**src/rtl/cmos_capture_data_pkg.sv**
```systemverilog
// Shared camera definitions used by the capture blocks and the dual-camera merger.
//   WAIT_FRAME_DEFAULT : vsync rising edges to skip after reset while the OV5640 settles
//   R_W / G_W / B_W    : RGB565 field widths
//   rgb565_t           : packed RGB565 pixel, red in the MSBs
package cmos_capture_data_pkg;

  localparam logic [3:0]  WAIT_FRAME_DEFAULT = 4'd10;

  localparam int unsigned R_W   = 5;
  localparam int unsigned G_W   = 6;
  localparam int unsigned B_W   = 5;
  localparam int unsigned PIX_W = R_W + G_W + B_W;

  typedef struct packed {
    logic [R_W-1:0] r;
    logic [G_W-1:0] g;
    logic [B_W-1:0] b;
  } rgb565_t;

endpackage

```
**src/rtl/cmos_capture_data_if.sv**
```systemverilog
// DVP camera input and captured-frame output bundle for one camera.
//   cmos_vsync/href/data       : raw DVP signals from the sensor
//   cmos_frame_vsync/href      : delayed sync, gated until the sensor has settled
//   cmos_frame_valid/data      : one-cycle strobe with an assembled RGB565 pixel
//   line_width / frame_height  : pixel count of last line, line count of last frame
//   odd_err                    : pulse when a line ended on an odd byte
// slave is the capture block, master is the sensor/consumer side.
interface cmos_capture_data_if
  import cmos_capture_data_pkg::*;
#(
  parameter int unsigned CNT_W = 11
) ();

  logic             cmos_vsync;
  logic             cmos_href;
  logic [7:0]       cmos_data;
  logic             cmos_frame_vsync;
  logic             cmos_frame_href;
  logic             cmos_frame_valid;
  logic [PIX_W-1:0] cmos_frame_data;
  logic [CNT_W-1:0] line_width;
  logic [CNT_W-1:0] frame_height;
  logic             odd_err;

  modport master (
    output cmos_vsync, cmos_href, cmos_data,
    input  cmos_frame_vsync, cmos_frame_href, cmos_frame_valid, cmos_frame_data,
    input  line_width, frame_height, odd_err
  );

  modport slave (
    input  cmos_vsync, cmos_href, cmos_data,
    output cmos_frame_vsync, cmos_frame_href, cmos_frame_valid, cmos_frame_data,
    output line_width, frame_height, odd_err
  );

endinterface

```
**src/rtl/cmos_capture_data.sv**
```systemverilog
// OV5640 DVP capture: registers the byte stream, pairs bytes into RGB565 pixels, skips the
// first WAIT_FRAME frames after reset and measures line width / frame height.
//   cmos_pclk : pixel clock, all logic on its rising edge
//   rst_n     : asynchronous active-low reset
//   cam       : DVP inputs and captured-frame outputs (slave side)
// Pixel latency is two registers: input stage, then the pixel/valid register.
module cmos_capture_data
  import cmos_capture_data_pkg::*;
#(
  parameter logic [3:0]  WAIT_FRAME = WAIT_FRAME_DEFAULT,
  parameter int unsigned CNT_W      = 11
) (
  input  logic               cmos_pclk,
  input  logic               rst_n,
  cmos_capture_data_if.slave cam
);

  localparam logic [CNT_W-1:0] CntMax = '1;
  localparam logic [CNT_W-1:0] CntOne = {{(CNT_W-1){1'b0}}, 1'b1};

  // Input pipeline
  logic       vsync_s1_q, vsync_s2_q;
  logic       href_s1_q, href_s2_q;
  logic [7:0] data_s1_q;

  logic       frame_ok_q, frame_ok_d;
  logic [3:0] frame_cnt_q, frame_cnt_d;
  logic       byte_flag_q, byte_flag_d;
  logic [7:0] high_byte_q, high_byte_d;

  rgb565_t    frame_data_q, frame_data_d;
  logic       frame_valid_q, frame_valid_d;
  logic       odd_err_q, odd_err_d;

  logic [CNT_W-1:0] pix_cnt_q, pix_cnt_d;
  logic [CNT_W-1:0] line_cnt_q, line_cnt_d, line_cnt_inc;
  logic [CNT_W-1:0] line_width_q, line_width_d;
  logic [CNT_W-1:0] frame_height_q, frame_height_d;

  logic vsync_rise, href_fall, pix_strobe;

  assign vsync_rise = vsync_s1_q & ~vsync_s2_q;
  assign href_fall  = ~href_s1_q & href_s2_q;
  // Second byte of a pair is in stage 1
  assign pix_strobe = href_s1_q & byte_flag_q;

  always_comb begin
    frame_cnt_d    = frame_cnt_q;
    frame_ok_d     = frame_ok_q | (frame_cnt_q == WAIT_FRAME);
    byte_flag_d    = href_s1_q ? ~byte_flag_q : 1'b0;
    high_byte_d    = high_byte_q;
    frame_data_d   = frame_data_q;
    frame_valid_d  = 1'b0;
    odd_err_d      = href_fall & byte_flag_q;
    pix_cnt_d      = pix_cnt_q;
    line_width_d   = line_width_q;
    line_cnt_inc   = line_cnt_q;
    line_cnt_d     = line_cnt_q;
    frame_height_d = frame_height_q;

    if (vsync_rise && (frame_cnt_q != WAIT_FRAME)) begin
      frame_cnt_d = frame_cnt_q + 4'd1;
    end

    if (href_s1_q && !byte_flag_q) begin
      high_byte_d = data_s1_q;
    end

    // Pixels are still counted before frame_ok; only the outputs are gated.
    if (pix_strobe && frame_ok_q) begin
      frame_data_d  = rgb565_t'({high_byte_q, data_s1_q});
      frame_valid_d = 1'b1;
    end

    if (href_fall) begin
      line_width_d = pix_cnt_q;
      pix_cnt_d    = '0;
    end else if (pix_strobe && (pix_cnt_q != CntMax)) begin
      pix_cnt_d = pix_cnt_q + CntOne;
    end

    // A line ending in the same cycle as vsync rises still belongs to the old frame.
    if (href_fall && (line_cnt_q != CntMax)) begin
      line_cnt_inc = line_cnt_q + CntOne;
    end
    if (vsync_rise) begin
      frame_height_d = line_cnt_inc;
      line_cnt_d     = '0;
    end else begin
      line_cnt_d = line_cnt_inc;
    end
  end

  always_ff @(posedge cmos_pclk or negedge rst_n) begin
    if (!rst_n) begin
      vsync_s1_q     <= 1'b0;
      vsync_s2_q     <= 1'b0;
      href_s1_q      <= 1'b0;
      href_s2_q      <= 1'b0;
      data_s1_q      <= '0;
      frame_ok_q     <= 1'b0;
      frame_cnt_q    <= '0;
      byte_flag_q    <= 1'b0;
      high_byte_q    <= '0;
      frame_data_q   <= '0;
      frame_valid_q  <= 1'b0;
      odd_err_q      <= 1'b0;
      pix_cnt_q      <= '0;
      line_cnt_q     <= '0;
      line_width_q   <= '0;
      frame_height_q <= '0;
    end else begin
      vsync_s1_q     <= cam.cmos_vsync;
      vsync_s2_q     <= vsync_s1_q;
      href_s1_q      <= cam.cmos_href;
      href_s2_q      <= href_s1_q;
      data_s1_q      <= cam.cmos_data;
      frame_ok_q     <= frame_ok_d;
      frame_cnt_q    <= frame_cnt_d;
      byte_flag_q    <= byte_flag_d;
      high_byte_q    <= high_byte_d;
      frame_data_q   <= frame_data_d;
      frame_valid_q  <= frame_valid_d;
      odd_err_q      <= odd_err_d;
      pix_cnt_q      <= pix_cnt_d;
      line_cnt_q     <= line_cnt_d;
      line_width_q   <= line_width_d;
      frame_height_q <= frame_height_d;
    end
  end

  assign cam.cmos_frame_vsync = vsync_s2_q & frame_ok_q;
  assign cam.cmos_frame_href  = href_s2_q & frame_ok_q;
  assign cam.cmos_frame_valid = frame_valid_q;
  assign cam.cmos_frame_data  = frame_data_q;
  assign cam.line_width       = line_width_q;
  assign cam.frame_height     = frame_height_q;
  assign cam.odd_err          = odd_err_q;

endmodule

```
**src/flat_wrapper.sv**
```systemverilog
// flat-port wrapper written by rule: the top's interface ports become plain ports
module cmos_capture_data_flat import cmos_capture_data_pkg::*;
#(
  parameter logic [3:0]  WAIT_FRAME = WAIT_FRAME_DEFAULT,
  parameter int unsigned CNT_W      = 11
)
  (cmos_pclk, rst_n, cam_cmos_vsync, cam_cmos_href, cam_cmos_data, cam_cmos_frame_vsync, cam_cmos_frame_href, cam_cmos_frame_valid, cam_cmos_frame_data, cam_line_width, cam_frame_height, cam_odd_err);
  cmos_capture_data_if #(.CNT_W(CNT_W)) cam_i ();
  input  logic cmos_pclk;
  input  logic rst_n;
  input wire logic [$bits(cam_i.cmos_vsync)-1:0] cam_cmos_vsync;
  input wire logic [$bits(cam_i.cmos_href)-1:0] cam_cmos_href;
  input wire logic [$bits(cam_i.cmos_data)-1:0] cam_cmos_data;
  output wire logic [$bits(cam_i.cmos_frame_vsync)-1:0] cam_cmos_frame_vsync;
  output wire logic [$bits(cam_i.cmos_frame_href)-1:0] cam_cmos_frame_href;
  output wire logic [$bits(cam_i.cmos_frame_valid)-1:0] cam_cmos_frame_valid;
  output wire logic [$bits(cam_i.cmos_frame_data)-1:0] cam_cmos_frame_data;
  output wire logic [$bits(cam_i.line_width)-1:0] cam_line_width;
  output wire logic [$bits(cam_i.frame_height)-1:0] cam_frame_height;
  output wire logic [$bits(cam_i.odd_err)-1:0] cam_odd_err;
  assign cam_i.cmos_vsync = cam_cmos_vsync;
  assign cam_i.cmos_href = cam_cmos_href;
  assign cam_i.cmos_data = cam_cmos_data;
  assign cam_cmos_frame_vsync = cam_i.cmos_frame_vsync;
  assign cam_cmos_frame_href = cam_i.cmos_frame_href;
  assign cam_cmos_frame_valid = cam_i.cmos_frame_valid;
  assign cam_cmos_frame_data = cam_i.cmos_frame_data;
  assign cam_line_width = cam_i.line_width;
  assign cam_frame_height = cam_i.frame_height;
  assign cam_odd_err = cam_i.odd_err;
  cmos_capture_data #(.WAIT_FRAME(WAIT_FRAME), .CNT_W(CNT_W)) u_core (.cmos_pclk(cmos_pclk), .rst_n(rst_n), .cam(cam_i));
endmodule
```
**config.mk**
```make
export PLATFORM = sky130hd
export DESIGN_NAME = cmos_capture_data_flat
export DESIGN_NICKNAME = d
export VERILOG_FILES = /design/src/rtl/cmos_capture_data_pkg.sv /design/src/rtl/cmos_capture_data_if.sv /design/src/rtl/cmos_capture_data.sv /design/src/flat_wrapper.sv
export SDC_FILE = /design/constraint.sdc
export NUM_CORES = 1
export LEC_CHECK = 0
export CAP_MARGIN = 10
export CORE_UTILIZATION = 30
export DETAILED_ROUTE_END_ITERATION = 12
export PLACE_DENSITY = 0.58
export SYNTH_ARGS = -nofsm -noshare
export SYNTH_HDL_FRONTEND = slang
export SYNTH_SLANG_ARGS = --single-unit
```
**constraint.sdc**
```tcl
create_clock -name cmos_pclk -period 1.7 [get_ports cmos_pclk]
set_clock_uncertainty 0.15 [all_clocks]
set_input_delay 0.255 -clock cmos_pclk [delete_from_list [all_inputs] [get_ports cmos_pclk]]
set_output_delay 0.255 -clock cmos_pclk [all_outputs]
set_load 0.05 [all_outputs]
```
-- After elaboration in Yosys (flattened, before gate mapping)
Cells that the tools add are included.
- $add $sub $neg: 3
- eq/ne operators: 4
- muxes and demuxes: 6
- bitwise operators: 10
- reduce and logical (&&, ||, !) cells: 7
- operator list (operator ; count):
    two-way mux 11 bit ; 4
    adder 11 x 1 -> 11 bit, second input constant ; 2
    inequality test 11 bit, second input constant ; 2
    bitwise AND 1 bit ; 6
    logical AND 1 bit ; 5
    adder 4 x 1 -> 4 bit, second input constant ; 1
    == test 4 bit, second input constant ; 1
    inequality test 4 bit, second input constant ; 1
    NOT 1 bit ; 3
    two-way mux 1 bit ; 2
    nonzero test 2 bit ; 1
    logical NOT 1 bit ; 1
    bitwise OR 1 bit ; 1
- register bits after elaboration: 88
- bits of input ports: 12
- output and inout port bits: 42
- word-level logic and storage cells: 48

-- Longest topological paths before layout
Gate-level depths: netlist of run 1.
- word-level depth: 5
- mapped depth: 6
- depth with buffers taken out: 6

-- Worst setup path after synthesis of run 1
No wires, ideal clock.
- path type: register to register
- start: register u_core.pix_cnt_q[0]
- end: register u_core.pix_cnt_q[3]
- setup time: 0.127 ns
- arrival: 1.473 ns
- slack: -0.050 ns
- stages on the path, launching flop included: 7
- path buffers: 1
- period minus slack after synthesis: 1.750 ns
- cells stage by stage: dfrtp_1 -> ha_1 -> and4_1 -> clkbuf_1 -> a31oi_2 -> nand4_1 -> mux2i_1
- cells in the longest elaborated chain, start to end: 3
- RTL lines (item ; line ; RTL):
    from (decl) ; cmos_capture_data.sv:35 ; logic [CNT_W-1:0] pix_cnt_q, pix_cnt_d;
    from (signal assigned) ; cmos_capture_data.sv:125 ; pix_cnt_q <= pix_cnt_d;
    adder 11 x 1 -> 11 bit / inequality test 11 bit (equally long branches) ; cmos_capture_data.sv:79, cmos_capture_data.sv:78 ;
    two-way mux 11 bit / logical AND 1 bit (equally long branches) ; cmos_capture_data.sv:78 ; end else if (pix_strobe && (pix_cnt_q != CntMax)) begin
    two-way mux 11 bit / nonzero test 2 bit (equally long branches) ; n/a ;
Several ways; a longest one is shown, not always the timed one. The select of a mux whose other input is x is not followed.
A chain may end at the register's enable or synchronous reset.

-- Final worst setup path of run 1
- start: register u_core.line_cnt_q[1]
- end: register u_core.line_cnt_q[1]
- cells in the longest elaborated chain, start to end: 4
- RTL lines (item ; line ; RTL):
    from (decl) ; cmos_capture_data.sv:36 ; logic [CNT_W-1:0] line_cnt_q, line_cnt_d, line_cnt_inc;
    from (signal assigned) ; cmos_capture_data.sv:126 ; line_cnt_q <= line_cnt_d;
    parallel branches: the longest is 2 deep, another holds adder 11 x 1 -> 11 bit ; n/a ;
    two-way mux 11 bit * ; cmos_capture_data.sv:83 ; if (href_fall && (line_cnt_q != CntMax)) begin
    two-way mux 11 bit * ; cmos_capture_data.sv:86 ; if (vsync_rise) begin
    net u_core.line_cnt_d[1] ; cmos_capture_data.sv:36 ;
Mark *: on every way through the listed nets, which the timed path passes.

==> results.md, run 1 <==
- The flow ran to the end, and the final reports show no timing, DRC or antenna violations.
- The placed cell area is 4340 µm².
- The number of hold violations in the final report is 0.
- The wire length after detailed routing is 7060 µm.
- The largest net degree at the start of global routing is 89.
- For this run, the total global-route usage over all layers was measured as about an eighth.
- The critical path is of the register to register type.
- Dividing the detail-routed wire length by the instance count gives about 13 µm.
- Pin placement for this block handled 54 I/O pins.
- The number of antenna diodes is 0.
- The DRC marker count from the first detailed-route iteration is 95.
- For the worst flop-to-flop path, the logic depth is 5.
- Across the VDD grid, the largest voltage drop is roughly 1100 µV.
- The effective utilization at floorplan is 30.9%.
- For this run the aggregate overflow at the end of global routing stands at 0.
- The share of the cycle needed by the critical path after routing is 98.9%.
- The die boundary width is 111 µm.
- Clock-pin slew was measured on the worst setup and hold paths at 60 ps.
- The worst path needs 1680 ps of the cycle, external delays included.
- TritonCTS built the clock tree.
- The layout-stage area growth over the synthesis result is 35.6%.
- For this block, wires on met1 add up to 3320 µm.
- The maximum frequency from static timing analysis is approximately 0.6 GHz.
- The slowest stage of the critical path is the dfrtp_1 cell.
- The total of endpoints with negative setup slack in the final report is 0.
- The number of global-route vias before repair is 2316.
- The worst-case setup margin in the final layout is 19.3 ps.
- Before CTS, the worst setup slack after placement is -75.8 ps.
- The power density over the cells is between 1000 and 1500 nW/µm².
- In this run, CTS created clock tree buffers numbering 9.
- Setup repair after global routing could not meet its margin everywhere.
- The unique cell type count in the Yosys netlist is between 40 and 50.
- The number of nets with antenna violations after detailed routing is 0.
- The worst slew slack as a fraction of its limit is about two thirds.
- The highest metal layer carrying signal wires in the routed design is met4.
- STA classifies the critical path startpoint as a register.
- The cell sitting at the root of the clock tree is a clkbuf_16.
- The number of clock sinks is a little under 90.
- The number of violations of the max-capacitance limit is 0.
- STA classifies the critical path endpoint as a register.
- The register bit count reported by yosys is 88.
- The path class of the tightest hold or removal check is primary input to register.
- The full die area is 12200 µm².
- For this design the static power due to leakage is roughly 2.2 nW.
- The mean post-synth cell area is 11.9 µm².
- The endpoint identified for the worst register-to-register timing path is u_core.line_cnt_q[1]$_DFF_PN0_.
- After detailed routing, the number of vias per cell comes to 4.66.
- In the final design database the tool counted 393 nets.
- The share of post-route cells with drive strength above 1 is 32.5%.
- The first-pass GRT wire length is about 12000 µm.
- In this run the worst setup path terminates at u_core.line_cnt_q[1]$_DFF_PN0_.
- The critical register-to-register path startpoint is u_core.line_cnt_q[1]$_DFF_PN0_.
- The number of search-and-repair iterations in the first detailed-routing pass is 4.
- The final RePlAce weighted congestion is 0.815.
- The post-synthesis sequential area ratio is a little over 60%.
- The remaining routing DRC violations is 0.
- The data required time at the worst endpoint is approximately 1800 ps.
- The met3 layer wire length in the routed design is about 270 µm.
- After detailed placement, the design holds a cell count of 499.
- The final-report max-slew violation count is 0.
- The core area is 11500 µm².
- The design draws 6.71 mW.
- The area of all placed cells without fillers is around 4800 µm².
- The routed length on met2 is 3370 µm.
- Detailed placement ended at an HPWL of ~4600 µm.
- In this design, the stage delay of the slowest critical-path cell is 390 ps.
- The cell count after synthesis came out at 298.
- The worst-case register-to-register setup slack is 20 ps.
- After synthesis the cells add up to ~3500 µm².
- At the pin with the least slew margin, the transition time is 495 ps.
- The floorplan step set the die height to 111 µm.
- The maximum buffer depth of the clock tree is 2.
- The placement row count is 39.
- Port buffering added 53 buffers.
- The latest clock arrival within the worst-skew pair is approximately 330 ps.
- STA puts the critical path data arrival time at 1740 ps.
- The async set-reset flop share out of synthesis is 100%.
- Excluding fillers, the count of instances in the completed layout stands at ~530.
- Walking the worst path, the cells encountered are ha_4, nand4_4, o31ai_4, mux2i_2, nor2_1.
- Of all nets on the critical path, the largest fanout is 4.
- The most common flop cell mapped by yosys is dfrtp_1.
- The routed layout has 2449 vias.
- For this run, the number of Yosys warnings is 0.
- The number of H-tree levels is 3.
- The number of antenna violations at the first check in global routing is 0.
- The most critical setup path has its startpoint at u_core.line_cnt_q[1]$_DFF_PN0_.
- The synthesized design contains 0 enable-type register cells.
- The net count after synthesis is 314.
[worst min path at each step]
| stage | startpoint | end | slack (ps) | depth (start not counted) |
|---|---|---|---|---|
| after floorplan | rst_n | u_core.byte_flag_q$_DFF_PN0_ | -190 | 0 |
| after global placement | rst_n | u_core.cam.frame_height[3]$_DFFE_PN0P_ | 180 | 2 |
| after detailed placement | rst_n | u_core.cam.frame_height[3]$_DFFE_PN0P_ | 190 | 2 |
| after CTS | cam_cmos_data[1] | u_core.data_s1_q[1]$_DFF_PN0_ | 190 | 1 |
| after global routing | cam_cmos_data[3] | u_core.data_s1_q[3]$_DFF_PN0_ | 190 | 1 |
| final | cam_cmos_data[1] | u_core.data_s1_q[1]$_DFF_PN0_ | 210 | 1 |
[registers in the layout, summed over array words and instances, names as in the netlist]
signal                       flops
u_core.byte_flag_q               1
u_core.cam.cmos_frame_data      16
u_core.cam.cmos_frame_valid      1
u_core.cam.frame_height         11
u_core.cam.line_width           11
u_core.cam.odd_err               1
u_core.data_s1_q                 8
u_core.frame_cnt_q               4
u_core.frame_ok_q                1
u_core.high_byte_q               8
u_core.href_s1_q                 1
u_core.href_s2_q                 1
u_core.line_cnt_q               11
u_core.pix_cnt_q                11
u_core.vsync_s1_q                1
u_core.vsync_s2_q                1
[per-layer routing]
layer | global-route usage [%] | vias to the layer above
met5 | 0 | -
met4 | 4.80 | 0
met3 | 3.23 | 8
met2 | 17.6 | 52
met1 | 16.3 | 1194
li1 | - | 1195
[stage by stage]
step                TNS (ps)  hold WS (ps)  util (%)
floorplan                  0          -191         -
global placement           0           183      37.8
detailed placement     -98.6           195      37.8
CTS                        0           193      40.7
global route            -335           187      41.9
finish                     0           206      41.9
[power breakdown]
part / switching [mW] / leakage (nW) / internal [mW]
registers: 0.246 / 1.12 / 2.45
logic: 1.28 / 0.986 / 0.787
clock network: 0.806 / 0.139 / 1.14
[cell usage after synthesis, types with 2 or more instances]
cell type,n,share of area (%)
buf_1,2,0.21
nor2_1,18,1.9
o31ai_1,3,0.64
dfrtp_1,88,62
a21oi_1,5,0.71
ha_1,4,1.4
nand2_1,60,6.4
nand3_1,4,0.57
nand2b_1,3,0.53
o21ai_1,9,1.3
and2_1,3,0.53
nor3_1,4,0.57
clkbuf_1,6,0.64
nand4_4,2,1.2
mux2i_1,6,1.7
and3_1,4,0.71
nand4_1,6,1.1
mux2_1,6,1.9
xnor2_1,4,0.99
o21ai_0,5,0.71
xor2_1,2,0.49
mux2_2,19,6.0
or3_1,3,0.53
a31oi_1,8,1.4
inv_1,3,0.32
[what timing repair did]
action | in CTS | in global routing
resized for setup | 4 | 15
setup buffers | 0 | 9
endpoints found under the hold margin | 88 | 0
pin swaps | 0 | 10
hold buffers | 1 | 0
endpoints found under the setup margin | 2 | 22
[worst max-delay path, delay by kind of cell (launching register included)]
family	cells	cell delay, ps
DFF	1	390
muxes	1	290
AOI/OAI and AO/OA	1	310
adders and majority gates	1	180
and+or+nand+nor	2	230
[layout make-up]
class	count	area [µm²]
fillers	1067	6660
flip-flops and latches	88	2210
multi-input cells	196	1380
repair buffers	79	733
clock buffers	10	229
well taps	143	179
clock inverters	6	67.6
inverters	3	11.3
[cells in the final DEF, fill, tap and decap left out, drive strengths merged, types with 2 or more instances in the layout]
cell,instances
a31oi,9
o21ai,14
inv,4
clkbuf,10
a21oi,5
nor2b,2
nand2,60
clkdlybuf4s50,10
mux2,25
and3,4
or3,3
dfrtp,88
o31ai,4
clkinvlp,2
xnor2,4
buf,68
xor2,2
nor3,5
nand2b,3
clkinv,2
mux2i,6
nor2,18
and2,3
nand3,4
ha,4
nand4,9
[logic make-up after synthesis]
group                    count (synthesis)  synth area share (%)
AND/OR/NAND/NOR                        117                  16.5
flip-flops                              88                  62.2
AO/OA/AOI/OAI                           38                  6.99
multiplexers                            31                  9.64
buffers and inverters                   14                  1.84
XOR/XNOR                                 6                  1.48
adder cells (fa/ha/maj)                  4                  1.41
(Power assumes the default switching activity.)
==> run 2: changes to the inputs <==
--- a/config.mk
+++ b/config.mk
@@ -5,10 +5,11 @@
 export SDC_FILE = /design/constraint.sdc
 export NUM_CORES = 1
 export LEC_CHECK = 0
-export CAP_MARGIN = 10
+export CAP_MARGIN = 15
 export CORE_UTILIZATION = 30
 export DETAILED_ROUTE_END_ITERATION = 12
 export PLACE_DENSITY = 0.58
+export SETUP_SLACK_MARGIN = 0.1
 export SYNTH_ARGS = -nofsm -noshare
 export SYNTH_HDL_FRONTEND = slang
 export SYNTH_SLANG_ARGS = --single-unit
==> run 2 against run 1 <==
Against the previous run:
- core utilization is 0.95 points higher
- die area stayed put
- sequential share of layout area is 1.1 points lower
- clock power is 3% higher
- largest power group unchanged
- critical path depth stayed put
==> results.md, run 2 (synthesis gave the netlist of run 1 again) <==
- For this run, the total global-route usage over all layers was measured as 12.6%.
- The number of global-route vias before repair is 2524.
- The slowest stage of the critical path belongs to the cell dfrtp_1.
- The nature of the critical path startpoint is a register.
- The share of post-route cells with drive strength above 1 is about 33%.
- In the layout the commonest cells are 87 x dfrtp_1, 63 x buf_4, 59 x nand2_1.
- The design draws around 7 mW.
- The critical path goes through ha_4, nand4_4, o311ai_4, xor2_1, o21ai_1.
- The analysis attributes to cell leakage a power of 2.30 nW.
- The final critical path time including I/O delays and setup is 1640 ps.
- The arrival time reported for the critical path endpoint is between 1500 and 2000 ps.
- Relative to the synthesized area, the layout overhead comes to 38.7%.
- The effective utilization at floorplan is 30.9%.
- The number of vias after detailed routing is roughly 2500.
- The final RePlAce weighted congestion is 0.753.
- In the final design database the tool counted 400 nets.
- The maximum frequency from static timing analysis is 0.609 GHz.
- Detailed placement ended at an HPWL of 4970 µm.
- The maximum buffer depth of the clock tree is 2.
- At the pin with the least slew margin, the transition time is 468 ps.
- The count of cells along the worst hold path is 1.
- The number of search-and-repair iterations in the first detailed-routing pass is 4.
- Across the run, the number of max-cap violations was 0.
- The final-report max-slew violation count is 0.
- The worst hold endpoint is u_core.data_s1_q[0]$_DFF_PN0_.
- The number of hold violations in the final report is 0.
- The share of the cycle needed by the critical path after routing is 96.6%.
- After floorplanning, the core was divided into 39 placement rows.
- The boundary pin count is 54.
- The worst setup path is captured at a register.
- The worst slew slack as a fraction of its limit is 68.8%.
- The run finished with clean final reports.
- At the later pin of the worst-skew pair, clock insertion delay measures 330 ps.
- The delay contributed by the slowest stage of the critical path is a little under 400 ps.
- Entering global routing, the biggest net connects 31 pins.
- The clock root buffer is clkbuf_16.
- Among cell families on the critical path, the largest total delay comes from flip-flops.
- The number of antenna diodes is 0.
- The number of antenna violations at the first check in global routing is 0.
- In this run the register-to-register setup slack is about 58 ps.
- The worst-case IR drop observed on VDD is 1120 µV.
- The worst register-to-register path begins at u_core.line_cnt_q[1]$_DFF_PN0_.
- The tightest hold path in the finished design has a slack of around 220 ps.
- The final global-route overflow total is 0.
- The power density over the cells is between 1000 and 1500 nW/µm².
- Using the TritonRoute via totals, the vias-per-cell ratio works out to between 4 and 5.
- Counting the buffers created by CTS gives 9.
- The clock-pin slew reported for the worst setup and hold paths after clock tree synthesis is 60 ps.
- The number of cell instances on the worst register-to-register path is 5.
- Setup repair after global routing could not meet its margin everywhere.
- The worst register-to-register path ends at u_core.cam.frame_height[4]$_DFFE_PN0P_.
- The die boundary width is 111 µm.
- At the worst endpoint, the required time is 1750 ps.
- The critical path is of the register to register type.
- The number of clock sinks is 88.
- Along the worst path, the maximum fanout reaches 5.
- The TritonCTS clock tree is done.
- The full die area is 12200 µm².
- In the routed design, unresolved DRC markers number 0.
- In this run the remaining antenna-violating nets after routing total 0.
- The path class of the tightest hold or removal check is primary input to register.
- The first routing iteration left 107 violations.
- The core area is approximately 11000 µm².
- The vertical extent of the die is approximately 110 µm.
- The number of H-tree levels is 3.
- The average wire per cell in the routed design is approximately 14 µm.
- The routed design has roughly 7500 µm of wire.
- Port buffering added 53 buffers.
- Leaving out fill and tap cells, the most frequent cell in the layout is dfrtp_1.
- The worst hold path startpoint is cam_cmos_data[0].
- Together, buffers and inverters on the worst path number 0.
- The first global-routing pass estimated 12500 µm of wire.
- The number of flip-flops under the largest register name is 16.
- Setup violations remaining at the end of the flow were counted as 0.
run 2: stage by stage:
step	instances	setup WS, ps	cell area [µm²]	util [%]	setup TNS (ps)
2_1_floorplan	298	96.2	3610	-	0
3_3_place_gp	506	43.0	4470	39.0	0
3_5_place_dp	506	10.1	4470	39.0	0
4_1_cts	528	55.3	4870	42.4	0
5_1_grt	529	-57.0	4910	42.8	-265
6_report	529	58.0	4910	42.8	0
run 2: layer usage:
layer	global-route usage (%)	up-vias	wire length, µm
li1	-	1200	-
met1	16.7	1225	3440
met2	19.4	48	3490
met3	4.16	7	455
met4	4.53	0	82
met5	0	-	0
run 2: what timing repair did:
action,4_1_cts,5_1_grt
hold endpoints to repair,26,0
pin swaps,6,11
gates resized for setup,7,8
hold buffers,1,0
buffers inserted,8,1
cloned,0,0
endpoints found under the setup margin,17,28
run 2: report_power, final:
group,switching [mW],internal [mW]
clock network,0.754,1.26
logic,1.29,0.787
registers,0.259,2.46
run 2: area by class of cell:
type | count | area, µm²
Fill cell | 1076 | 6550
Sequential cell | 88 | 2200
Multi-Input combinational cell | 196 | 1400
Timing Repair Buffer | 86 | 823
Clock buffer | 9 | 225
Tap cell | 143 | 179
Clock inverter | 4 | 72.6
Inverter | 3 | 11.3
run 2: worst max path at each step:
stage,cells past startpoint,to,startpoint
after global routing,5,u_core.cam.frame_height[1]$_DFFE_PN0P_,u_core.line_cnt_q[1]$_DFF_PN0_
after global placement,5,u_core.pix_cnt_q[9]$_DFFE_PN0P_,u_core.href_s1_q$_DFF_PN0_
final,5,u_core.cam.frame_height[4]$_DFFE_PN0P_,u_core.line_cnt_q[1]$_DFF_PN0_
after CTS,5,u_core.cam.frame_height[1]$_DFFE_PN0P_,u_core.line_cnt_q[1]$_DFF_PN0_
after detailed placement,4,u_core.cam.frame_height[5]$_DFFE_PN0P_,u_core.href_s1_q$_DFF_PN0_
after floorplan,6,u_core.pix_cnt_q[8]$_DFFE_PN0P_,u_core.pix_cnt_q[1]$_DFFE_PN0P_
==> run 3: changes to the inputs <==
--- a/config.mk
+++ b/config.mk
@@ -8,6 +8,7 @@
 export CAP_MARGIN = 15
 export CORE_UTILIZATION = 30
 export DETAILED_ROUTE_END_ITERATION = 12
+export MAX_ROUTING_LAYER = met4
 export PLACE_DENSITY = 0.58
 export SETUP_SLACK_MARGIN = 0.1
 export SYNTH_ARGS = -nofsm -noshare
==> run 3 against run 2 <==
Against the previous run:
- first-iteration DRC count up 31%
- sequential share of layout area unchanged
- total power barely moved
- critical path type unchanged
- critical endpoint is now u_core.line_cnt_q[4]$_DFF_PN0_
- largest power group unchanged
==> results.md, run 3 (synthesis gave the netlist of run 1 again) <==
- The flow ran to the end, and the final reports show no timing, DRC or antenna violations.
- For this run, the top clock speed supported by timing is just over 0.6 GHz.
- After floorplanning, the core was sized to cover roughly 11000 µm².
- The clock-pin slew reported for the worst setup and hold paths after clock tree synthesis is 60 ps.
- The later pin in the worst-skew pair is clocked with a latency of roughly 330 ps.
- In the layout the commonest cells are 87 x dfrtp_1, 63 x buf_4, 59 x nand2_1.
- The final route contains about 2500 vias.
- The number of global-route vias before repair is 2518.
- Summed over all cells, the static leakage comes to 2.30 nW.
- The layout-stage area growth over the synthesis result is 38.7%.
- At the worst endpoint, the required time is around 1800 ps.
- The floorplan step set the die height to around 110 µm.
- TritonCTS built the clock tree.
- The share of post-route cells with drive strength above 1 is 32.9%.
- The worst-case hold slack is 218 ps.
- Overall power consumption after layout is estimated at 6.81 mW.
- Across the run, the number of max-cap violations was 0.
- Detailed placement ended at an HPWL of 4970 µm.
- The instance count after placement with tap cells included is 506.
- In this run the core area contains 39 standard-cell rows.
- Setup violations remaining at the end of the flow were counted as 0.
- The boundary pin count is 54.
- The average wire per cell in the routed design is 14.1 µm.
- The final global-route overflow total is 0.
- IR analysis of the VDD net gives a maximum drop of 1120 µV.
- The worst-case register-to-register setup slack is 50 ps.
- The effective utilization at floorplan is between 30% and 40%.
- The number of clock sinks is 88.
- The remaining routing DRC violations is 0.
- The commonest non-fill, non-tap cell in the layout is dfrtp_1.
- The die is 111 µm wide.
- The count of buffers added on input and output ports is between 50 and 60.
- The arrival time reported for the critical path endpoint is 1710 ps.
- The full die area is approximately 12000 µm².
- At the pin with the least slew margin, the transition time is ~480 ps.
- For this run, the share of the core covered by cells in the final layout is 42.8%.
- The area of all placed cells without fillers is 4910 µm².
- The mean number of vias per cell is 4.73.
- The worst pin sits at a relative slew slack of approximately two thirds.
- The worst-path maximum fanout is 5.
- The worst setup path is launched from a register.
- The number of antenna violations at the first check in global routing is 0.
- The number of search-and-repair iterations in the first detailed-routing pass is 4.
- The total routing usage reported by global routing is approximately 13%.
- The placed cell area is 4470 µm².
- The number of hold violations in the final report is 0.
- Setup repair after global routing could not meet its margin everywhere.
- The number of antenna diodes in the final layout is 0.
- In the finished design, the share of the clock period the worst path needs comes to ~100%.
- The clock tree synthesis step divided the H-tree into 3 levels.
- The final critical path time including I/O delays and setup is ~1700 ps.
- The startpoint-to-endpoint class of the critical path is register to register.
- The net total in the final layout is 400.
- The tree is rooted in a clkbuf_16.
- The DRC marker count from the first detailed-route iteration is 140.
- In this run the power density over the cells is 1390 nW/µm².
- The count of nets left with antenna violations once routing finished came out at 0.
- In this run the deepest clock path goes through 2 buffers.
- The final instance count without filler cells is 529.
- The category of the worst setup path capture point is a register.
- Counting the buffers created by CTS gives 9.
- The final RePlAce weighted congestion is 0.763.
- The final-report max-slew violation count is 0.
- The first-pass GRT wire length is 12500 µm.
- The register with the most flip-flops in the layout has 16 of them.
- Entering global routing, the biggest net connects 31 pins.
- After detailed routing, the total wire length is 7450 µm.
- The type of the worst min-delay path is primary input to register.
## run 3: cell counts in the layout (fill, tap and decap cells not counted)
No cell type changed its count.
## run 3: power by group
group / internal, mW / switching, mW / leakage [nW] / total (mW)
Sequential: 2.46 / 0.259 / 1.13 / 2.71
Combinational: 0.787 / 1.29 / 1.03 / 2.08
Clock: 1.26 / 0.757 / 0.143 / 2.02
## run 3: critical path: stages, from the launching register on
cell and delay, ps:
dfrtp_1 390, ha_4 190, nand4_4 170, o311ai_4 310, xor2_1 230, nor2_1 90
## run 3: area by class of cell
type / instances / area (µm²)
Clock buffer: 9 / 225
Inverter: 3 / 11.3
Fill cell: 1076 / 6550
Timing Repair Buffer: 86 / 823
Clock inverter: 4 / 72.6
Sequential cell: 88 / 2200
Tap cell: 143 / 179
Multi-Input combinational cell: 196 / 1400
## run 3: per-layer routing
metal | GRT usage [%] | part of all wire [%] | vias to the layer above | wire, µm
met4 | 4.53 | 1.1 | 0 | 80
met3 | 3.99 | 6.0 | 7 | 445
li1 | - | - | 1206 | -
met1 | 16.7 | 46 | 1228 | 3420
met5 | - | 0 | - | 0
met2 | 19.4 | 47 | 60 | 3500
## run 3: timing repair
| action | in CTS | in global routing |
|---|---|---|
| gates resized for setup | 7 | 8 |
| hold buffers | 1 | 0 |
| setup buffers | 8 | 1 |
| pin swaps | 6 | 11 |
| hold endpoints to repair | 26 | 0 |
| endpoints found under the setup margin | 17 | 29 |
## run 3: path summary, 6_finish.rpt
check,cells past startpoint,to,startpoint
max in group asynchronous,3,u_core.high_byte_q[2]$_DFFE_PN0P_,rst_n
min in group asynchronous,2,u_core.vsync_s1_q$_DFF_PN0_,rst_n
min,1,u_core.data_s1_q[0]$_DFF_PN0_,cam_cmos_data[0]
min reg2reg,0,u_core.vsync_s2_q$_DFF_PN0_,u_core.vsync_s1_q$_DFF_PN0_
max reg2reg,5,u_core.line_cnt_q[4]$_DFF_PN0_,u_core.line_cnt_q[1]$_DFF_PN0_
max,5,u_core.line_cnt_q[4]$_DFF_PN0_,u_core.line_cnt_q[1]$_DFF_PN0_
## run 3: stage by stage
step	TNS, ps	worst slack, ps
after detailed placement	0	10.1
after global routing	-274	-57.0
after global placement	0	43.0
after floorplan	0	96.2
final	0	48.6
after CTS	0	55.3
